### src/rtl/video_dma_write_feeder.sv
// Write-request feeder: buffers stream beats and presents one write request at a time to the write engine.
// Optional abort/aborted ports are compiled in when VIDEO_DMA_ABORT_EN is defined.
`ifndef ROCKET_MEM_DAT_WIDTH
`define ROCKET_MEM_DAT_WIDTH 128
`endif

module video_dma_write_feeder #(
    parameter int LOWRISC_AXI_DATA_WIDTH = `ROCKET_MEM_DAT_WIDTH,
    parameter int VIDEOMEM_SIZE          = 18,
    parameter int LEN_WIDTH              = 16,
    parameter int FIFO_DEPTH             = 4
) (
    input  logic                              clk,
    input  logic                              rst,
    input  logic                              start,
    input  logic [VIDEOMEM_SIZE-1:0]          base_addr,
    input  logic [LEN_WIDTH-1:0]              len,
    output logic                              busy,
    output logic                              done,
`ifdef VIDEO_DMA_ABORT_EN
    input  logic                              abort,
    output logic                              aborted,
`endif
    input  logic                              s_valid,
    input  logic [LOWRISC_AXI_DATA_WIDTH-1:0] s_data,
    output logic                              s_ready,
    output logic                              wr_data_avail,
    output logic [VIDEOMEM_SIZE-1:0]          wr_addr,
    output logic [LOWRISC_AXI_DATA_WIDTH-1:0] wr_data,
    output logic                              wr_final_packet,
    input  logic                              wr_done
);

    localparam int BYTES = LOWRISC_AXI_DATA_WIDTH / 8;
    localparam int PTR_W = $clog2(FIFO_DEPTH);
    localparam int CNT_W = PTR_W + 1;
    localparam logic [VIDEOMEM_SIZE-1:0] ADDR_STEP = VIDEOMEM_SIZE'(BYTES);
    localparam logic [VIDEOMEM_SIZE-1:0] ADDR_MASK = ~VIDEOMEM_SIZE'(BYTES - 1);

    typedef enum logic [1:0] {IDLE, ISSUE, WAIT, DONE} state_t;

    state_t                            state;
    logic [VIDEOMEM_SIZE-1:0]          cur_addr;
    logic [LEN_WIDTH-1:0]              beats_in;
    logic [LEN_WIDTH-1:0]              beats_out;
    logic [LOWRISC_AXI_DATA_WIDTH-1:0] mem [FIFO_DEPTH];
    logic [PTR_W-1:0]                  rd_ptr;
    logic [PTR_W-1:0]                  wr_ptr;
    logic [CNT_W-1:0]                  count;
    logic                              push;
    logic                              pop;
    logic                              stream_open;

`ifdef VIDEO_DMA_ABORT_EN
    logic aborting;
    assign stream_open = !aborting;
`else
    assign stream_open = 1'b1;
`endif

    assign s_ready = busy && (count != CNT_W'(FIFO_DEPTH)) && (beats_in != '0) && stream_open;
    assign push    = s_valid && s_ready;
    // The head beat stays buffered until its write is acknowledged.
    assign pop     = (state == WAIT) && wr_done;

    always_ff @(posedge clk) begin
        if (push) begin
            mem[wr_ptr] <= s_data;
        end
    end

    always_ff @(posedge clk) begin
        if (rst) begin
            state           <= IDLE;
            busy            <= 1'b0;
            done            <= 1'b0;
            cur_addr        <= '0;
            beats_in        <= '0;
            beats_out       <= '0;
            rd_ptr          <= '0;
            wr_ptr          <= '0;
            count           <= '0;
            wr_data_avail   <= 1'b0;
            wr_addr         <= '0;
            wr_data         <= '0;
            wr_final_packet <= 1'b0;
`ifdef VIDEO_DMA_ABORT_EN
            aborting        <= 1'b0;
            aborted         <= 1'b0;
`endif
        end else begin
            done <= 1'b0;
            if (push) begin
                wr_ptr   <= wr_ptr + PTR_W'(1);
                beats_in <= beats_in - LEN_WIDTH'(1);
            end
            if (pop) begin
                rd_ptr <= rd_ptr + PTR_W'(1);
            end
            count <= count + CNT_W'(push) - CNT_W'(pop);

            case (state)
                IDLE: begin
                    if (start) begin
                        cur_addr  <= base_addr & ADDR_MASK;
                        beats_in  <= len;
                        beats_out <= len;
                        busy      <= 1'b1;
                        state     <= (len == '0) ? DONE : ISSUE;
                    end
                end
                ISSUE: begin
                    if (count != '0) begin
                        wr_addr         <= cur_addr;
                        wr_data         <= mem[rd_ptr];
                        wr_final_packet <= (beats_out == LEN_WIDTH'(1));
                        wr_data_avail   <= 1'b1;
                        state           <= WAIT;
                    end
                end
                WAIT: begin
                    if (wr_done) begin
                        cur_addr        <= cur_addr + ADDR_STEP;
                        beats_out       <= beats_out - LEN_WIDTH'(1);
                        wr_data_avail   <= 1'b0;
                        wr_final_packet <= 1'b0;
                        state           <= (beats_out == LEN_WIDTH'(1)) ? DONE : ISSUE;
                    end
                end
                DONE: begin
                    done  <= 1'b1;
                    busy  <= 1'b0;
                    state <= IDLE;
                end
                default: state <= IDLE;
            endcase

`ifdef VIDEO_DMA_ABORT_EN
            aborted <= 1'b0;
            if (state == DONE) begin
                aborted  <= aborting;
                aborting <= 1'b0;
            end
            // Abort flushes the buffer; an outstanding request still waits for its wr_done.
            if (abort && (state == ISSUE || state == WAIT)) begin
                aborting <= 1'b1;
                beats_in <= '0;
                count    <= '0;
                rd_ptr   <= '0;
                wr_ptr   <= '0;
                if (state == ISSUE) begin
                    wr_data_avail   <= 1'b0;
                    wr_final_packet <= 1'b0;
                    state           <= DONE;
                end
            end
            if (aborting && state == ISSUE) begin
                state <= DONE;
            end
`endif
        end
    end

endmodule

### config.mk
export PLATFORM = sky130hd
export DESIGN_NAME = video_dma_write_feeder
export DESIGN_NICKNAME = d
export VERILOG_FILES = /design/src/rtl/video_dma_write_feeder.sv
export SDC_FILE = /design/constraint.sdc
export NUM_CORES = 1
export LEC_CHECK = 0
export BUFFER_PORTS_ARGS = -buffer_cell sky130_fd_sc_hd__buf_2
export CAP_MARGIN = 30
export CORE_AREA = 2 2 235 237
export CTS_BUF_LIST = sky130_fd_sc_hd__clkbuf_2 sky130_fd_sc_hd__clkbuf_4 sky130_fd_sc_hd__clkbuf_8
export DETAILED_ROUTE_END_ITERATION = 16
export DIE_AREA = 0 0 237 239
export PLACE_DENSITY = 0.73
export SLEW_MARGIN = 20
export SYNTH_ARGS = -nofsm -noshare
export SYNTH_HDL_FRONTEND = slang
export SYNTH_SLANG_ARGS = --single-unit
### constraint.sdc
create_clock -name clk -period 7 [get_ports clk]
set_clock_uncertainty 0.05 [all_clocks]
set_input_delay 1.05 -clock clk [delete_from_list [all_inputs] [get_ports clk]]
set_output_delay 1.05 -clock clk [all_outputs]
set_load 0.005 [all_outputs]
==> results of run 1 <==
==> power by group through the flow <==
stage,sequential [mW],clock [mW],combinational (mW)
2_1_floorplan,5.00,0,0.728
3_5_place_dp,5.02,0,1.13
3_3_place_gp,5.02,0,1.08
4_1_cts,4.94,3.89,1.14
5_1_grt,4.96,4.07,1.25
6_report,4.94,3.80,1.14
==> kinds of logic after synthesis <==
group	Yosys count	synth area share, %
DFF	713	72.37
and+or+nand+nor	500	8.178
AOI/OAI and AO/OA	268	5.597
muxes	131	10.87
buffers and inverters	126	1.970
xor gates and xnor gates	14	0.4575
adders and majority gates	11	0.5415
other	1	0.01399
==> how the worst max path moves through the flow <==
stage / from / to / slack [ps]
floorplan: s_valid / mem[0][0]$_DFFE_PP_ / 2010
finish: beats_in[0]$_SDFF_PP0_ / s_ready / 3400
global route: beats_in[0]$_SDFF_PP0_ / s_ready / 3240
CTS: beats_in[0]$_SDFF_PP0_ / s_ready / 3340
detailed placement: s_valid / mem[1][2]$_DFFE_PP_ / 3330
global placement: s_valid / mem[1][103]$_DFFE_PP_ / 3310
==> cells in the final DEF (no fill, tap or decap), types with 4 or more instances in the layout <==
| cell | instances |
|---|---|
| xor2_1 | 6 |
| and4_1 | 4 |
| dfxtp_1 | 199 |
| and3_4 | 4 |
| clkinv_2 | 15 |
| ha_1 | 10 |
| nor2b_1 | 12 |
| buf_4 | 20 |
| edfxtp_1 | 512 |
| buf_16 | 6 |
| or3_1 | 5 |
| bufinv_16 | 7 |
| or4_1 | 5 |
| clkbuf_4 | 43 |
| and2_1 | 8 |
| o2bb2ai_1 | 4 |
| nand2_1 | 325 |
| o21ai_0 | 27 |
| a211oi_1 | 22 |
| clkbuf_8 | 129 |
| inv_1 | 14 |
| nor4_1 | 12 |
| a21oi_1 | 184 |
| mux4_2 | 128 |
| nor3_1 | 17 |
| xnor2_1 | 8 |
| clkinv_1 | 10 |
| nor2_1 | 57 |
| nand3_1 | 19 |
| nand4_1 | 8 |
| conb_1 | 4 |
| nand2b_1 | 4 |
| diode_2 | 7 |
| buf_2 | 308 |
==> worst max-delay path, delay by kind of cell, from the launching register on <==
family / cells / cell delay, ps
DFF: 1 / 360
adders and majority gates: 1 / 210
buffers and inverters: 2 / 210
and+or+nand+nor: 3 / 1020
==> stage by stage <==
stage               cells  hold slack, ps  area [um^2]
CTS                  2905           402.0        31610
finish               2915           400.5        31690
global placement     2688           389.2        28960
detailed placement   2693           394.4        29100
floorplan            1767           390.4        26810
global route         2912           419.3        31680
==> cell type report <==
class | count | share of cell area [%]
Sequential cell | 713 | 61.24
Clock buffer | 172 | 6.621
Clock inverter | 40 | 1.307
Antenna cell | 7 | 0.05527
Inverter | 14 | 0.1658
Timing Repair Buffer | 337 | 6.005
Multi-Input combinational cell | 928 | 21.83
Tap cell | 704 | 2.780
==> flip-flops by register name, summed over array words and instances, names as in the netlist <==
name	flops
done	1
wr_addr	14
busy	1
cur_addr	14
wr_data	128
rd_ptr	2
beats_in	16
wr_data_avail	1
mem	512
beats_out	16
count	3
wr_ptr	2
state	2
wr_final_packet	1
==> metal layers <==
layer	global-route usage [%]	wire [um]
met3	6.339	4931
met4	7.384	1290
met1	26.19	24130
met5	0	108
met2	35.17	29740
==> impl_metrics.toml, run 1 <==
[synthesis]
netlist_area_mm2 = 0.02680
synthTopCellsByCount = "512 x edfxtp_1, 326 x nand2_1, 201 x dfxtp_1"
async_reset_ff_share_pct = 0
post_synth_main_area_contributors = "edfxtp_1 57%, dfxtp_1 15%, mux4_2 11%, nand2_1 4.6%, a21oi_1 3.4%"
synth_area_leader_cell = "edfxtp_1"
synth.top_cell.area_share_pct = 57.36
synth_edf_count = 512
synth_cell_types = 57
yosys_warnings = 0
ys_seq_area_share_pct = 72.37
yosysMostFrequentCell = "edfxtp_1"
ys_ff_latch = 713
syn_area_per_cell_um2 = 15.19
synthCells = 1764
synthFlopType = "edfxtp_1"

[power_and_ir_drop]
p_leak_nw = 10.98
swShare_pct = 24.74
fin_total_pwr_mw = 9.879
seq_power_share_pct = 50.0
switching_power_mw = 2.444
p_per_area_mw_per_mm2 = 311.7
clock_power_share_pct = 38.5
ir_drop_uv = 209.9
power_frac_comb_pct = 11.5
intPower_mw = 7.434

[clocking]
ctsResizeCount = 0
numCtsBuffers = 112
cts-root-buf = "clkbuf_8"
postCtsHoldBufs = 0
cts.clk_slew.worst_paths_ps = 60
clockBufferDepth = 3
postCtsSetupBuffers = 0
clk-insertion-delay-late_ps = 710
h-tree-depth = 3
cts_tree = "done"
cts_sinks = 713

[global_route]
antenna_found_initial = 17
grt_usage_pct = 21.05
grt_pass1_wl_um = 91270
grt_pass1_vias = 16380
gr-total-overflow = 0
grt_max_degree = 80

[finish]
syn_to_final_growth_pct = 18.23
fin_nets = 2284
multi_input_area_mm2 = 0.006918
fillCellCount = 4184
drive_gt1_share_pct = 31.13
regArea_mm2 = 0.01941
finish.utilization_pct = 58.32

[timing]
rsz0062_at_grt = "no"
worstMarginPinSlew_ps = 1026
finalHoldViolCount = 0
layout_setup_ws_ps = 3403
slew_viol_final = 0
min_period_ps = 3597
max-slew-margin-rel_pct = 31.59
period_share_pct = 51.38
setup_viol_count_final = 0
final.setup.tns_ps = 0
fmax_mhz = 278.0

[routing]
wire_per_inst_um = 20.65
ant_nets = 0
drc_errors = 0
dr.pass1.iters = 5
via_per_inst = 5.537
drt-initial-drc-count = 1023
vias = 16140
wirelength_um = 60200

[worst_setup_path]
r2r_cells = 11
r2r_start = "state[1]$_SDFFE_PP0P_"
crit_path_end_kind = "primary output"
crit_required_ps = 5900
crit_path_top_delay_cell = "dfxtp_1"
rrSetupSlack_ps = 3710
cp.arrival_ps = 2500
path_max_fanout = 7
worst_setup_path_start_kind = "flip-flop"
path_cells = "inv_1, ha_1, nor4b_2, nand4_1, and3_1, buf_2"
rr_endpoint = "count[2]$_SDFF_PP0_"
critPathKind = "reg -> out"
cpPeakStageDelay_ps = 360

[placed_design]
dpl_worst_slack_ps = 3331
dp_hpwl_um = 35380
place.gp.congestion = 0.8423
io_buffers = 309

[floorplanning]
die_w_um = 237
rows = 86
die_h_um = 239
io_pins = 318
die_area_mm2 = 0.05664
core-area_mm2 = 0.05434
start_util_pct = 49.33

[min_path]
min_from = "wr_data[11]$_SDFFE_PP0P_"
min_path_type = "reg -> reg"
hold_depth = 2
min_to = "wr_data[11]$_SDFFE_PP0P_"

[status]
status = "completed"

[flow_run]
maxCapViolations = 0
No activity file was read; power rests on OpenSTA's default activity.
==> inputs of run 2 (changes only) <==
- PLACE_DENSITY: 0.73 -> 0.75
- clock period: 7 -> 2.9 ns (I/O delays scaled with it)
==> run 2 against run 1 <==
Compared with the run above: clock-buffer cell count rose by 13; clock power up 120%; first-iteration DRC count rose by 12%; routed wire length grew 5.5%; flip-flop and latch count unchanged; die area unchanged; combinational power rose to 2.7 times the previous value; non-clock buffer count grew 174; hold slack lost 310 ps; via count up 5.3%; register-to-register slack worse by 3500 ps; global-route usage grew 1.1 points.
==> impl_metrics.toml, run 2 (synthesized netlist as in run 1, its figures left out) <==
[clocking]
h-tree-depth = 3
postCtsSetupBuffers = 0
cts_sinks = 713
numCtsBuffers = 108
clockBufferDepth = 3
cts.clk_slew.worst_paths_ps = 60
clk-insertion-delay-late_ps = 700
cts-root-buf = "clkbuf_8"
cts_tree = "done"

[floorplanning]
die_area_mm2 = 0.05664
die_h_um = 239
die_w_um = 237
rows = 86
start_util_pct = 49.33
io_pins = 318
core-area_mm2 = 0.05434

[routing]
vias = 17000
drt-initial-drc-count = 1142
drc_errors = 0
wirelength_um = 63490
dr.pass1.iters = 5
via_per_inst = 5.529
wire_per_inst_um = 20.66
ant_nets = 0

[worst_setup_path]
r2r_cells = 13
worst-path-stages = 7
crit_path_end_kind = "primary output"
crit_path_top_delay_cell = "dfxtp_1"
path_cells = "inv_1, ha_1, nor4b_4, nand4_1, buf_4, and3_1, buf_2"
cpPeakStageDelay_ps = 350
critPathKind = "reg -> out"
path_delay_family = "simple AND/OR/NAND/NOR gates"
cp.arrival_ps = 2270
worst_setup_path_start_kind = "flip-flop"
crit_buf_inv = 3
crit_required_ps = 2410
path_max_fanout = 6

[timing]
rsz0062_at_grt = "no"
worstMarginPinSlew_ps = 820.9
min_period_ps = 2758
holdWs_ps = 85.50
slew_viol_final = 0
setup_viol_count_final = 0
finalHoldViolCount = 0
layout_setup_ws_ps = 142.5
period_share_pct = 95.09
fmax_mhz = 362.6
max-slew-margin-rel_pct = 45.27

[power_and_ir_drop]
switching_power_mw = 5.859
clock_power_share_pct = 36.3
seq_power_share_pct = 50.7
swShare_pct = 24.97
ir_drop_uv = 617.0
intPower_mw = 17.60
p_per_area_mw_per_mm2 = 704.6
p_leak_nw = 11.68
power_frac_comb_pct = 13.0

[finish]
syn_to_final_growth_pct = 24.25
reg_top3 = "mem (512), wr_data (128)"
multi_input_area_mm2 = 0.006927
finish.utilization_pct = 61.28
design_area_mm2 = 0.03330
largest_register_ff_count = 512
regArea_mm2 = 0.01941
fillCellCount = 3889
fin_nets = 2454
regMostFlops = "mem"
drive_gt1_share_pct = 29.95
layout_common_cells = "512 x edfxtp_1, 325 x nand2_1, 308 x buf_2"
layout_commonest_cell = "edfxtp_1"

[global_route]
grt_max_degree = 87
antenna_found_initial = 4
gr-total-overflow = 0
grt_pass1_wl_um = 96660
grt_usage_pct = 22.17
grt_pass1_vias = 17390

[placed_design]
place.gp.congestion = 0.8455
postPlaceCellArea_mm2 = 0.02955
io_buffers = 309
dp_hpwl_um = 36010
dpl_worst_slack_ps = 219.9

[flow_run]
maxCapViolations = 0

[status]
status = "completed"

[min_path]
hold_depth = 3
min_path_type = "in -> reg"
## run 2: changes by cell type in the layout (fill, tap and decap cells not counted), moves of 2 or more
cell	delta
buf_12	+24
buf_16	-6
buf_4	+12
bufinv_16	-7
clkbuf_4	+14
clkinv_1	-5
clkinv_2	-7
clkinv_4	-2
clkinv_8	-2
diode_2	-4
dlygate4sd3_1	+145
inv_8	-2
## run 2: path summary, 6_finish.rpt
kind                                start  slack [ps]                 endpoint
setup / recovery   beats_in[0]$_SDFF_PP0_         140                  s_ready
hold reg to reg   wr_addr[4]$_SDFFE_PP0P_         400  wr_addr[4]$_SDFFE_PP0P_
setup reg to reg   beats_in[0]$_SDFF_PP0_         230      count[2]$_SDFF_PP0_
hold / removal                     len[9]          90   beats_in[9]$_SDFF_PP0_
## run 2: repair_timing
action	CTS	global route
hold buffers	145	0
setup endpoints to repair	0	2
endpoints found under the hold margin	530	0
resized for setup	0	1
## run 2: power groups by stage
| stage | Combinational [mW] | Sequential [mW] | Clock [mW] |
|---|---|---|---|
| final | 3.06 | 11.9 | 8.51 |
| after global routing | 3.34 | 12.0 | 9.08 |
| after CTS | 3.06 | 11.9 | 8.63 |
| after detailed placement | 2.88 | 12.1 | 0 |
| after global placement | 2.82 | 12.0 | 0 |
| after floorplan | 1.76 | 12.0 | 0 |
## run 2: worst register-to-register path, delay by kind of cell, from the launching register on
kind | cells | cell delay, ps
fa+ha+maj | 4 | 980
simple gates | 4 | 710
flops | 1 | 350
buf+inv | 4 | 260
xor+xnor | 1 | 200
## run 2: area by class of cell
| class | instances | share of cell area, % |
|---|---|---|
| tap | 704 | 2.645 |
| sequential | 713 | 58.27 |
| antenna | 3 | 0.02254 |
| multi-input combinational | 928 | 20.80 |
| timing repair buffer | 511 | 11.25 |
| clock inverter | 16 | 0.2818 |
| clock buffer | 185 | 6.575 |
| inverter | 14 | 0.1578 |
## run 2: stage by stage
stage          setup TNS [ps]  std cells  power (mW)
2_1_floorplan          -94910       1767       13.81
3_3_place_gp                0       2725       14.87
3_5_place_dp                0       2725       14.97
4_1_cts                     0       3071       23.57
5_1_grt                     0       3074       24.37
6_report                    0       3074       23.46
## run 2: metal layers
layer | wire length, um | vias up | track usage [%]
met1 | 24930 | 8451 | 27.38
li1 | - | 7692 | -
met2 | 32090 | 729 | 38.09
met5 | 11 | - | 0
met3 | 4714 | 121 | 4.931
met4 | 1747 | 2 | 8.918
==> inputs of run 3 (changes only) <==
- CORE_AREA: 2 2 235 237 -> 2 2 271 206
- DIE_AREA: 0 0 237 239 -> 0 0 273 208
==> run 3 against run 2 <==
Compared with the run above: hold slack lost 17 ps; fmax grew 0.24%; final cell count up 0.29%; clock-buffer cell count shrank 40; clock power down 3.3%; flip-flop and latch count did not move; largest cell class unchanged; first-iteration DRC count up 21%; critical path depth shrank 2; setup slack improved by 6.6 ps.
==> impl_metrics.toml, run 3 (synthesized netlist as in run 1, its figures left out) <==
[status]
status = "completed"

[routing]
via_per_inst = 5.495
wirelength_um = 63180
drt-initial-drc-count = 1385
ant_nets = 0
dr.pass1.iters = 5
drc_errors = 0
wire_per_inst_um = 20.49
vias = 16940

[timing]
holdWs_ps = 68.67
slew_viol_final = 0
final.setup.tns_ps = 0
period_share_pct = 94.86
worstMarginPinSlew_ps = 837.3
min_period_ps = 2751
max-slew-margin-rel_pct = 44.18
finalHoldViolCount = 0
fmax_mhz = 363.5
setup_viol_count_final = 0
rsz0062_at_grt = "no"

[power_and_ir_drop]
fin_total_pwr_mw = 23.22
intPower_mw = 17.25
power_frac_comb_pct = 13.2
switching_power_mw = 5.969
clock_power_share_pct = 35.4
swShare_pct = 25.71
ir_drop_uv = 500.0
seq_power_share_pct = 51.3
p_per_area_mw_per_mm2 = 699.1
p_leak_nw = 11.58

[placed_design]
place.gp.congestion = 0.8897
io_buffers = 309
dp_hpwl_um = 37210

[global_route]
grt_usage_pct = 22.18
antenna_found_initial = 3
grt_max_degree = 69
grt_pass1_wl_um = 97430
grt_pass1_vias = 17430
gr-total-overflow = 0

[clocking]
clk-insertion-delay-late_ps = 710
cts_sinks = 713
clockBufferDepth = 3
cts.clk_slew.worst_paths_ps = 70
cts-root-buf = "clkbuf_8"
numCtsBuffers = 105
cts_tree = "done"
h-tree-depth = 3

[finish]
layout_commonest_cell = "edfxtp_1"
largest_register_ff_count = 512
fillCellCount = 3951
syn_to_final_growth_pct = 23.90
fin_nets = 2449
drive_gt1_share_pct = 28.94
layout_common_cells = "512 x edfxtp_1, 325 x nand2_1, 308 x buf_2"
reg_top3 = "mem (512), wr_data (128)"
regMostFlops = "mem"

[floorplanning]
rows = 74
core-area_mm2 = 0.05407
die_h_um = 208
io_pins = 318
die_w_um = 273
die_area_mm2 = 0.05678
start_util_pct = 49.57

[worst_setup_path]
path_cells = "nor4_1, nand4_1, buf_4, and3_1, buf_2"
crit_required_ps = 2410
crit_path_top_delay_cell = "nor4_1"
path_delay_family = "simple AND/OR/NAND/NOR gates"
crit_buf_inv = 2
worst_setup_path_start_kind = "flip-flop"
cpPeakStageDelay_ps = 500
cp.arrival_ps = 2270
path_max_fanout = 5
critPathKind = "reg -> out"
crit_path_end_kind = "primary output"

[flow_run]
maxCapViolations = 0

[min_path]
min_path_type = "in -> reg"
-- run 3: changes by cell type in the layout (fill, tap and decap cells not counted), moves of 4 or more --
| cell | delta |
|---|---|
| buf_4 | -4 |
| clkbuf_8 | -14 |
| clkinv_2 | +6 |
| clkbuf_4 | -26 |
| clkinv_1 | +21 |
-- run 3: routing by layer --
layer	share of wire, %	vias to the layer above	global-route usage [%]
met4	1.9	4	6.614
met1	42	8541	29.66
met5	0.043	-	0
li1	-	7691	-
met3	7.3	100	5.321
met2	49	604	36.29
-- run 3: final timing paths --
path / startpoint / endpoint / slack, ps / cells past startpoint
hold reg to reg: wr_data[114]$_SDFFE_PP0P_ / wr_data[114]$_SDFFE_PP0P_ / 400 / 2
hold / removal: base_addr[12] / cur_addr[12]$_SDFFE_PP0P_ / 70 / 3
setup / recovery: beats_in[12]$_SDFF_PP0_ / s_ready / 150 / 5
setup reg to reg: beats_in[12]$_SDFF_PP0_ / count[2]$_SDFF_PP0_ / 290 / 11
-- run 3: power groups by stage --
stage | clock (mW) | sequential, mW | combinational, mW
6_report | 8.23 | 11.9 | 3.08
5_1_grt | 8.85 | 12.0 | 3.37
4_1_cts | 8.42 | 11.9 | 3.07
3_5_place_dp | 0 | 12.1 | 2.89
3_3_place_gp | 0 | 12.1 | 2.83
2_1_floorplan | 0 | 12.0 | 1.76
-- run 3: worst min-delay path: stages --
cell and delay [ps]:
buf_2 110, o21ai_0 150, a211oi_1 70
-- run 3: metrics by stage --
| step | instances | worst slack, ps | area (um^2) | util [%] |
|---|---|---|---|---|
| 2_1_floorplan | 1767 | -185.4 | 26820 | - |
| 3_3_place_gp | 2738 | 288.0 | 29540 | 54.63 |
| 3_5_place_dp | 2738 | 288.2 | 29540 | 54.63 |
| 4_1_cts | 3081 | 26.55 | 33190 | 61.37 |
| 6_report | 3083 | 149.0 | 33210 | 61.41 |
| 5_1_grt | 3082 | 4.194 | 33210 | 61.41 |
-- run 3: layout make-up --
| type | instances | area (um^2) | share of cell area, % |
|---|---|---|---|
| inverter | 14 | 52.55 | 0.1582 |
| sequential | 713 | 19410 | 58.44 |
| multi-input combinational | 928 | 6934 | 20.88 |
| clock buffer | 145 | 1802 | 5.426 |
| antenna | 1 | 2.502 | 0.007536 |
| clock inverter | 51 | 371.6 | 1.119 |
| timing repair buffer | 509 | 3735 | 11.25 |
| tap | 722 | 903.4 | 2.720 |
-- run 3: what timing repair did --
| item | in CTS | in global routing |
|---|---|---|
| buffers inserted | 0 | 1 |
| setup endpoints to repair | 0 | 1 |
| hold buffers | 147 | 0 |
| gates resized for setup | 0 | 3 |
| hold endpoints to repair | 532 | 0 |
